## src/rtl/sample_interp_lin.sv

```systemverilog
// Linear interpolating upsampler: ramps from the current output to each new
// audio sample over 2^OSR_LOG2 oversample ticks and strobes the DAC per tick.
module sample_interp_lin #(
   parameter int OSR_LOG2 = 4,
   parameter int TRIG_DIV = 64
) (
   input  logic        clk,
   input  logic        reset,
   input  logic [17:0] sample_in,
   input  logic        sample_in_rdy,
   output logic [17:0] sample_out,
   output logic        sample_out_rdy,
   output logic        dac_trig,
   output logic        seg_done
);

   localparam int N  = 1 << OSR_LOG2;
   localparam int AW = 19 + OSR_LOG2;
   localparam int PW = OSR_LOG2 + 1;
   localparam int DW = $clog2(TRIG_DIV);
   localparam logic [DW-1:0] DIV_LAST  = DW'(TRIG_DIV - 1);
   localparam logic [PW-1:0] PHASE_END = PW'(N);

   logic [DW-1:0]        div_cnt;
   logic signed [AW-1:0] acc;
   logic signed [18:0]   diff;
   logic [PW-1:0]        phase;
   logic                 tick;

   assign tick       = (div_cnt == DIV_LAST);
   assign sample_out = acc[OSR_LOG2+17:OSR_LOG2];
   assign seg_done   = (phase == PHASE_END);

   always_ff @(posedge clk) begin
      if (reset) begin
         div_cnt        <= '0;
         acc            <= '0;
         diff           <= '0;
         phase          <= PHASE_END;
         sample_out_rdy <= 1'b0;
         dac_trig       <= 1'b0;
      end else begin
         div_cnt        <= tick ? '0 : div_cnt + DW'(1);
         sample_out_rdy <= tick;
         dac_trig       <= sample_out_rdy;
         // A new sample restarts the ramp from whatever is on the output now,
         // so early or late inputs never cause a step discontinuity.
         if (sample_in_rdy) begin
            diff  <= {sample_in[17], sample_in} - {sample_out[17], sample_out};
            acc   <= {sample_out[17], sample_out, {OSR_LOG2{1'b0}}};
            phase <= '0;
         end else if (tick && !seg_done) begin
            acc   <= acc + {{OSR_LOG2{diff[18]}}, diff};
            phase <= phase + PW'(1);
         end
      end
   end

endmodule

```

## config.mk

```make
export PLATFORM = sky130hd
export DESIGN_NAME = sample_interp_lin
export DESIGN_NICKNAME = d
export VERILOG_FILES = /design/src/rtl/sample_interp_lin.sv
export SDC_FILE = /design/constraint.sdc
export NUM_CORES = 1
export LEC_CHECK = 0
export ABC_AREA = 1
export BUFFER_PORTS_ARGS = -buffer_cell sky130_fd_sc_hd__clkbuf_2
export CAP_MARGIN = 5
export CORE_AREA = 5 5 109 111
export CTS_BUF_LIST = sky130_fd_sc_hd__clkbuf_4 sky130_fd_sc_hd__clkbuf_8
export DETAILED_ROUTE_END_ITERATION = 10
export DIE_AREA = 0 0 114 116
export GPL_TIMING_DRIVEN = 0
export PLACE_DENSITY_LB_ADDON = 0.1
export SYNTH_ARGS = -nofsm -noshare
export SYNTH_HDL_FRONTEND = slang
export SYNTH_SLANG_ARGS = --single-unit
```

## constraint.sdc

```tcl
create_clock -name clk -period 3.66 [get_ports clk]
set_input_delay 0.183 -clock clk [delete_from_list [all_inputs] [get_ports clk]]
set_output_delay 0.183 -clock clk [all_outputs]
set_load 0.005 [all_outputs]
```

Word-level counts from Yosys, hierarchy flattened
Index checks and enable logic that the tools add are counted.
{ "word_totals": {"mem_bits_ro": 0, "latch_bits": 0, "wordCells": 26, "n_memories": 0, "output_inout_bits": 21, "ram_bits": 0, "in_bits": 21, "regBits": 55} }
{ "op_classes": {"reduce_logical": 6, "div_mod_pow": 0, "order_cmp": 0, "n_mux": 4, "bitwise": 1, "multipliers": 0, "shift": 0, "add_sub_neg": 4, "n_eq_ne": 2} }
{ "ops": {"columns": ["cell", "count"], "rows": [
  ["two-way mux 23 bit", 2],
  ["adder 23 bit", 1],
  ["subtractor 18 x 18 -> 19 bit", 1],
  ["two-way mux 5 bit", 2],
  ["adder 6 x 1 -> 6 bit, second input constant", 1],
  ["== test 6 bit, second input constant", 1],
  ["adder 5 x 1 -> 5 bit, second input constant", 1],
  ["== test 5 bit, second input constant", 1],
  ["OR reduction 2 bit", 2],
  ["AND reduction 2 bit", 1],
  ["nonzero test 2 bit", 1],
  ["logical AND 1 bit", 1],
  ["zero test 1 bit", 1],
  ["inverter 1 bit", 1]
]} }

Logic depth before layout (Yosys ltp)
Gate-level depths: netlist of run 1.
{ "depth": {"ltp_word": 5, "mapped_depth": 14, "mapped_depth_nobuf": 14} }

Worst setup path after synthesis of run 1
OpenSTA, ideal clock, no wires.
{ "synth_path": {"path_type": "register to register", "start": "reg acc[0]", "end": "reg acc[16]", "path_slack_ns": 1.895, "n_path_buf": 0, "synth_period_minus_slack_ns": 1.765, "required_ns": 3.551, "arrival_time_ns": 1.656, "setup_time_ns": 0.109, "stages_incl_launch_ff": 14, "cell_sequence": "dfxtp_1 ha_1 inv_1 fa_1 inv_1 nand3_1 nand3_1 nand2_1 nand2_1 nand2_1 nand3_1 nand3_1 nand2_1 inv_1"} }
{ "synth_via": {"elab_chain_len": 1} }
{ "synth_rtl": {"columns": ["element", "line_no", "source"], "rows": [
  ["start: declaration", "25", "logic signed [AW-1:0] acc;"],
  ["start signal: assignment", "50", "acc <= {sample_out[17], sample_out, {OSR_LOG2{1'b0}}};"],
  ["start signal: assignment", "53", "acc <= acc + {{OSR_LOG2{diff[18]}}, diff};"],
  ["adder 23 bit", "53", null]
]} }
Every way passes these cells.
A chain may end at the register's enable or synchronous reset.

Final worst setup path of run 1
{ "layout_path": {"start": "reg acc[4]", "end": "reg diff[12]"} }
{ "layout_via": {"elab_chain_len": 1} }
{ "layout_rtl": {"columns": ["element", "line_no", "source"], "rows": [
  ["subtractor 18 x 18 -> 19 bit", "49", "diff <= {sample_in[17], sample_in} - {sample_out[17], sample_out};"],
  ["end signal: assignment", "49", null],
  ["end: declaration", "26", "logic signed [18:0] diff;"]
]} }
Every way passes these cells.

==> metrics.yaml, run 1 <==
finish:
  diodes: 0
  fillCellCount: 1180
  nNetsFinal: 897
  area.growth.synth_to_final_pct: 10.50
  final_area_mm2: 0.005190
  layout-drive-gt1-share: 0.1008
power_and_ir_drop:
  p_leak_nw: 2.817
  max-vdd-ir-drop_v: 0.0001846
  powerDensity_mw_per_mm2: 246.5
die:
  start_util: 0.4391
  die_w_um: 114
  fp.dieH_um: 116
  core.rowCount: 38
  core-area_mm2: 0.01070
  io_pins: 42
  die-area_mm2: 0.01322
clocking:
  clockBufferDepth: 2
  cts_num_sinks: 54
  postCtsHoldBufs: 0
  clk_latency_ps: 320
  post_cts_resized: 0
  cts-root-buf: "clkbuf_8"
  tritoncts: "yes"
  clkTransAtPathRegs_ps: 110
  numCtsBuffers: 5
  post_cts_buffers: 0
  h-tree-depth: 2
critical_path:
  cp.arrival_ps: 2410
  start_kind: "register"
  path_cells: "ha_1, inv_1, fa_1, nand3_1, nand3_1, nand2_1, nand2_1, nand2_1, nand2_1, nand2_1, nand3_1, nand2_1, inv_1"
  cp_max_fo: 4
  cp_slowest_cell: "fa_1"
  slowest_delay_ps: 460
  crit_top_cell: "nand2_1"
  crit_path_end_kind: "register"
  path_class: "register to register"
  crit_required_ps: 3880
routing:
  wl_mm: 12.69
  drtIter0Drc: 166
  drcViolationCount: 0
  postRouteAntennaNets: 0
  avgViaCountPerCell: 4.832
  wl_per_cell_um: 13.04
  via_count: 4702
  drtPass1Iterations: 4
timing:
  slew-limit-headroom: 0.5093
  max_freq_ghz: 0.4579
  setup_viol: 0
  hold_violations: 0
  period_share: 0.5968
  worst_slew_pin_slew_ps: 733.4
  final.setup.tns_ps: 0
  finClkSkew_ps: 13.14
  min_period_ps: 2184
  finalMaxSlewViolations: 0
  rsz0062_at_grt: "no"
synth:
  synth.area.top_cells: "dfxtp_1 23%, nand2_1 18%, inv_1 12%, ha_1 11%, nand3_1 6.9%"
  synthesis.area_mm2: 0.004697
  yosys_warnings: 0
  synth.avg_cell_area_um2: 5.983
  ys_ff_latch: 54
  yosysTopAreaCellShare: 0.2302
  yosysUniqueCellTypes: 30
  synth_cells: 785
  synth_nets: 850
  yosysSeqAreaShare: 0.2302
  synth_top_area_cell: "dfxtp_1"
placement:
  gp_congestion: 0.9301
  place_area_mm2: 0.005072
  place_hpwl_mm: 10.64
  port_buffers: 40
global_route:
  grt_pass1_vias: 4563
  grt_pass1_wl_mm: 21.17
  grt.met2_usage: 0.3329
  grt_util_met1: 0.2760
  grt_use_total: 0.1982
  top_usage_layer: "met2"
  met3_usage: 0.01932
  grt_antenna_before_repair: 0
  grt_max_degree: 19
  overflow: 0
job:
  cap_violations: 0
run_status:
  status: "finished, final reports clean"
worst_hold_path:
  min-delay-path-class: "primary input to register"
-- cells by family (layout without fill, tap and decap cells) --
group,Yosys count,after routing,synth area share
simple gates,394,394,0.3460
buf+inv,178,226,0.1617
compound gates,101,101,0.1156
flops,54,54,0.2302
fa+ha+maj,44,44,0.1204
xor+xnor,14,14,0.02611
-- layout make-up --
type / instances / area [um^2] / area share
flip-flops and latches: 54 / 1081 / 0.2083
multi-input cells: 553 / 2856 / 0.5504
well taps: 140 / 175.2 / 0.03375
repair buffers: 40 / 200.2 / 0.03857
clock buffers: 5 / 68.82 / 0.01326
clock inverters: 3 / 48.80 / 0.009402
plain buffers: 28 / 196.4 / 0.03785
inverters: 150 / 563.0 / 0.1085
-- sequential cells by signal, summed over array words and instances, names as in the netlist --
signal	flops
dac_trig	1
phase	5
div_cnt	6
acc	22
diff	19
sample_out_rdy	1
-- layout by cell type, fill, tap and decap left out, types with 3 or more instances in the layout --
cell / n
ha_1: 42
inv_1: 147
xnor2_1: 6
buf_4: 18
clkbuf_2: 40
clkbuf_8: 5
nor3_1: 5
nand3_1: 65
a21oi_1: 53
buf_6: 3
dfxtp_1: 54
o21ai_1: 6
xor2_1: 8
and2_1: 3
o21ai_0: 30
nand4_1: 6
clkbuf_1: 4
nor2_4: 3
a21oi_2: 6
inv_2: 3
nand2_1: 227
nor2_1: 82
-- cell usage after synthesis, drive strengths merged --
| cell type | count |
|---|---|
| nor3b | 1 |
| o21a | 1 |
| buf | 24 |
| nor3 | 5 |
| a211oi | 1 |
| xnor2 | 6 |
| clkbuf | 4 |
| dfxtp | 54 |
| nand2 | 229 |
| and2 | 3 |
| inv | 150 |
| nor2 | 85 |
| fa | 2 |
| o21bai | 2 |
| nand4 | 6 |
| xor2 | 8 |
| a21oi | 59 |
| o21ai | 36 |
| nand3 | 65 |
| ha | 42 |
| o211ai | 2 |
-- worst max-delay path: cells and delay by family (launching register included) --
kind | cells | cell delay (ps)
AND/OR/NAND/NOR | 9 | 840
flip-flops | 1 | 420
buffers and inverters | 2 | 140
adder cells (fa/ha/maj) | 2 | 690
-- worst paths after layout --
kind	slack, ps	startpoint	endpoint	cells after the start
setup / recovery	1480	acc[4]	diff[12]	13
hold / removal	230	sample_in[0]	diff[0]	4
setup reg to reg	1480	acc[4]	diff[12]	13
hold reg to reg	440	sample_out_rdy	dac_trig	2
-- routing by layer --
metal  wire, um  vias to the layer above
met4        147                        0
met1       6471                     2111
li1           -                     2524
met2       5783                       56
met3        287                       11
met5          0                        -
-- per-stage QoR --
stage	worst slack [ps]	std cells	util	total power [mW]	hold slack, ps
final	1476	973	0.4851	1.279	229.3
after global routing	1324	973	0.4851	1.345	267.7
after CTS	1494	973	0.4851	1.287	229.1
after detailed placement	1534	965	0.4742	0.8558	420.5
after global placement	1586	965	0.4742	0.8523	413.2
after floorplan	1895	785	-	0.7938	417.6
-- power by group --
part | total (mW) | internal, mW | switching [mW]
Combinational | 0.221 | 0.0810 | 0.140
Clock | 0.434 | 0.209 | 0.226
Sequential | 0.624 | 0.607 | 0.0163
No activity file was read; power rests on OpenSTA's default activity.
==> run 2, diff against run 1 <==
clock period = 1.8 ns   (was 3.66 ns; I/O delays follow)
==> metrics.yaml, run 2 (synthesis gave the netlist of run 1 again) <==
die:
  die-area_mm2: 0.01322
  die_w_um: 114
  core.rowCount: 38
  fp.dieH_um: 116
  core-area_mm2: 0.01070
  io_pins: 42
  start_util: 0.4391
critical_path:
  r2r_start: "acc[4]"
  path_class: "register to register"
  slowest_delay_ps: 390
  cp_slowest_cell: "dfxtp_4"
  path_cells: "ha_4, inv_4, fa_2, nand3_2, nand3_2, nand2_2, nand2_4, nand2_2, nand2_1, nand2_1, nand3_2, nand2_1, inv_1"
  crit_required_ps: 2030
  cp_max_fo: 3
  start_kind: "register"
  crit_path_end_kind: "register"
  r2r_setup_slack_ps: 30
  worstRegToRegCells: 13
  cp.arrival_ps: 2010
  r2r_end: "diff[16]"
finish:
  largest_register_ffs: 22
  nNetsFinal: 921
  layout.cells.non_filler: 997
  diodes: 0
  layout-drive-gt1-share: 0.3384
  final_cell_mix: "184 x nand2_1, 135 x inv_1, 59 x nor2_1, 44 x nand3_1, 42 x a21oi_1"
  top_register: "acc"
  reg_top3: "acc: 22 flops, diff: 19 flops, div_cnt: 6 flops"
  area.growth.synth_to_final_pct: 33.96
  layout_commonest_cell: "nand2_1"
clocking:
  h-tree-depth: 2
  numCtsBuffers: 5
  clkTransAtPathRegs_ps: 110
  clk_latency_ps: 330
  clockBufferDepth: 2
  cts_num_sinks: 54
  cts-root-buf: "clkbuf_8"
  tritoncts: "yes"
  postCtsHoldBufs: 0
routing:
  wl_per_cell_um: 14.18
  route.met2.wl_mm: 6.780
  top_layer: "met4"
  wl_mm: 14.13
  drcViolationCount: 0
  routedLengthMet1_mm: 6.737
  via_count: 4947
  wl_met3_um: 380
  drtPass1Iterations: 4
  postRouteAntennaNets: 0
  drtIter0Drc: 179
  avgViaCountPerCell: 4.962
global_route:
  grt_pass1_wl_mm: 21.67
  grt_max_degree: 19
  overflow: 0
  grt_antenna_before_repair: 0
  grt_pass1_vias: 4672
  grt_use_total: 0.2031
worst_hold_path:
  min-delay-path-class: "primary input to register"
  hold_path_depth: 4
  hold_end: "diff[0]"
  min-delay-start: "sample_in[0]"
placement:
  gp_congestion: 0.9301
  place_inst: 965
  place_ws_ps: -326.4
  port_buffers: 40
  place_hpwl_mm: 10.64
timing:
  min_period_ps: 1775
  setup_viol: 0
  rsz0062_at_grt: "yes"
  fin_ws_ps: 25.49
  slew-limit-headroom: 0.4664
  worst_slew_pin_slew_ps: 797.4
  hold_violations: 0
  finalMaxSlewViolations: 0
  finClkSkew_ps: 9.671
  period_share: 0.9858
  max_freq_ghz: 0.5635
  final.setup.tns_ps: 0
run_status:
  status: "finished, final reports clean"
power_and_ir_drop:
  p_leak_nw: 3.070
  max-vdd-ir-drop_v: 0.0003759
  powerDensity_mw_per_mm2: 441.2
  total_power_mw: 2.776
job:
  cap_violations: 0
==> run 2: where the power goes <==
group,internal (mW),switching (mW),leakage (nW)
clock,0.425,0.471,0.0563
combinational,0.256,0.351,2.56
sequential,1.22,0.0482,0.455
==> run 2: through the flow <==
step           cell area, um^2  hold slack [ps]    util
3_3_place_gp              5072            413.2  0.4742
3_5_place_dp              5072            420.5  0.4742
5_1_grt                   6292            164.2  0.5882
2_1_floorplan             4697            355.4       -
4_1_cts                   5444            165.3  0.5089
6_report                  6292            147.9  0.5882
==> run 2: worst max path at each step <==
| stage | from | cells after the start | to | slack (ps) |
|---|---|---|---|---|
| global route | acc[4] | 13 | diff[16] | -80 |
| CTS | acc[4] | 13 | diff[12] | -50 |
| detailed placement | acc[4] | 13 | diff[12] | -330 |
| global placement | acc[4] | 13 | diff[16] | -270 |
| finish | acc[4] | 13 | diff[16] | 30 |
| floorplan | acc[0] | 13 | acc[16] | 30 |
==> run 2: layout make-up <==
class | instances | area, um^2
timing repair buffer | 64 | 416.7
sequential | 54 | 1137
multi-input combinational | 553 | 3672
fill | 1051 | 4405
clock inverter | 3 | 48.80
clock buffer | 5 | 68.82
buffer | 28 | 205.2
inverter | 150 | 568.0
tap | 140 | 175.2
==> run 2: layer usage <==
metal  up-vias  track usage
met5         -            0
met4         0      0.04513
met3        20      0.02089
met2        87       0.3462
met1      2266       0.2783
li1       2574            -
==> run 2: repair_timing <==
action                     in CTS  in global routing
gates cloned                    0                  0
setup endpoints to repair      22                 31
pin swaps                       6                 31
buffers inserted               10                 14
gates resized for setup        47                183
==> run 2: worst max-delay path, delay by kind of cell (launching register included) <==
| kind | cells | cell delay [ps] |
|---|---|---|
| buffers and inverters | 2 | 70 |
| AND/OR/NAND/NOR | 9 | 680 |
| flip-flops | 1 | 390 |
| adder cells (fa/ha/maj) | 2 | 530 |
==> run 3, diff against run 2 <==
CORE_AREA = 5 5 98 100   (was 5 5 109 111)
DIE_AREA = 0 0 103 105   (was 0 0 114 116)
==> metrics.yaml, run 3 (synthesis gave the netlist of run 1 again) <==
critical_path:
  cp_max_fo: 4
  path_class: "register to register"
  cp_slowest_cell: "fa_2"
  path_buf_inv: 5
  crit_family: "adder cells"
  start_kind: "register"
  crit_path_end_kind: "register"
  cp.arrival_ps: 2070
  crit_required_ps: 2030
  path_cells: "ha_4, inv_2, fa_2, inv_2, nand3_2, nand3_4, buf_4, buf_6, nand2_2, nand4_1, nand3_2, nand2_1, inv_1"
  slowest_delay_ps: 400
finish:
  largest_register_ffs: 22
  layout_commonest_cell: "nand2_1"
  final_area_mm2: 0.005897
  reg_top3: "acc: 22 flops, diff: 19 flops, div_cnt: 6 flops"
  area.growth.synth_to_final_pct: 25.55
  multi_input_area_mm2: 0.003381
  layout-drive-gt1-share: 0.2588
  top_register: "acc"
  final_cell_mix: "207 x nand2_1, 140 x inv_1, 71 x nor2_1, 47 x nand3_1, 46 x a21oi_1"
  layout.cells.non_filler: 962
  diodes: 0
  fin_util: 0.6862
  register_area_mm2: 0.001117
  fillCellCount: 761
  nNetsFinal: 918
routing:
  drtPass1Iterations: 4
  drtIter0Drc: 207
  wl_mm: 13.39
  routedLengthMet1_mm: 6.066
  route.met2.wl_mm: 6.377
  drcViolationCount: 0
  postRouteAntennaNets: 0
  wl_met3_um: 790
  avgViaCountPerCell: 5.209
  top_layer: "met4"
  via_count: 5011
  wl_per_cell_um: 13.91
timing:
  setup_viol: 4
  hold_violations: 0
  rsz0062_at_grt: "yes"
  finalMaxSlewViolations: 0
  period_share: 1.027
  slew-limit-headroom: 0.5683
  finClkSkew_ps: 13.64
  final.setup.tns_ps: -140.0
  fin_ws_ps: -48.55
  min_period_ps: 1849
  max_freq_ghz: 0.5410
  worst_slew_pin_slew_ps: 647.6
  timing.hold.ws_ps: 164.9
placement:
  place_area_mm2: 0.005032
  gp_congestion: 0.8777
  port_buffers: 40
  place_ws_ps: -303.3
  place_hpwl_mm: 10.10
  place_inst: 933
die:
  core-area_mm2: 0.008593
  die_w_um: 103
  core.rowCount: 34
  start_util: 0.5466
  die-area_mm2: 0.01082
  fp.dieH_um: 105
  io_pins: 42
job:
  cap_violations: 0
global_route:
  grt_pass1_wl_mm: 20.90
  grt_pass1_vias: 4562
  overflow: 0
  grt_use_total: 0.2387
  grt_antenna_before_repair: 0
  grt_max_degree: 20
clocking:
  cts-root-buf: "clkbuf_8"
  postCtsHoldBufs: 0
  numCtsBuffers: 5
  clk_latency_ps: 330
  clockBufferDepth: 2
  tritoncts: "yes"
  clkTransAtPathRegs_ps: 120
  h-tree-depth: 2
  cts_num_sinks: 54
power_and_ir_drop:
  max-vdd-ir-drop_v: 0.0003519
  p_leak_nw: 2.989
  total_power_mw: 2.573
  powerDensity_mw_per_mm2: 436.3
worst_hold_path:
  min-delay-path-class: "primary input to register"
run_status:
  violations: "setup timing"
  status: "complete, but fails checks"
-- run 3: cell count changes in the layout (fill, tap and decap cells not counted), sizes merged --
cell	previous run	this run
buf	48	44
clkinv	0	2
bufinv	1	0
clkbuf	49	50
clkinvlp	1	0
-- run 3: power breakdown --
part | leakage [nW] | switching [mW] | internal, mW
Sequential | 0.451 | 0.0462 | 1.23
Combinational | 2.49 | 0.316 | 0.219
Clock | 0.0502 | 0.468 | 0.290
-- run 3: cell type report --
class | count | share of cell area
flip-flops and latches | 54 | 0.1895
well taps | 108 | 0.02292
repair buffers | 61 | 0.06705
clock inverters | 3 | 0.004880
clock buffers | 5 | 0.01167
plain buffers | 28 | 0.03395
inverters | 150 | 0.09675
multi-input cells | 553 | 0.5733
-- run 3: timing repair --
item,in CTS,in global routing
gates resized for setup,47,92
setup buffers,7,13
gates cloned,0,1
pin swaps,6,27
endpoints found under the hold margin,0,0
endpoints found under the setup margin,23,30
-- run 3: worst paths after layout --
| kind | from | endpoint | slack, ps | cells after the start |
|---|---|---|---|---|
| max | diff[0] | acc[20] | -50 | 13 |
| max reg2reg | diff[0] | acc[20] | -50 | 13 |
| min reg2reg | sample_out_rdy | dac_trig | 440 | 2 |
| min | sample_in[0] | diff[0] | 160 | 4 |
-- run 3: metal layers --
metal  track usage  vias to the layer above
li1              -                     2564
met1        0.3405                     2286
met2        0.3850                      142
met3       0.02998                       19
met4       0.04718                        0
met5             0                        -
-- run 3: worst min-delay path, delay by kind of cell --
kind	cells	cell delay, ps
buf+inv	2	170
fa+ha+maj	1	130
compound gates	1	70
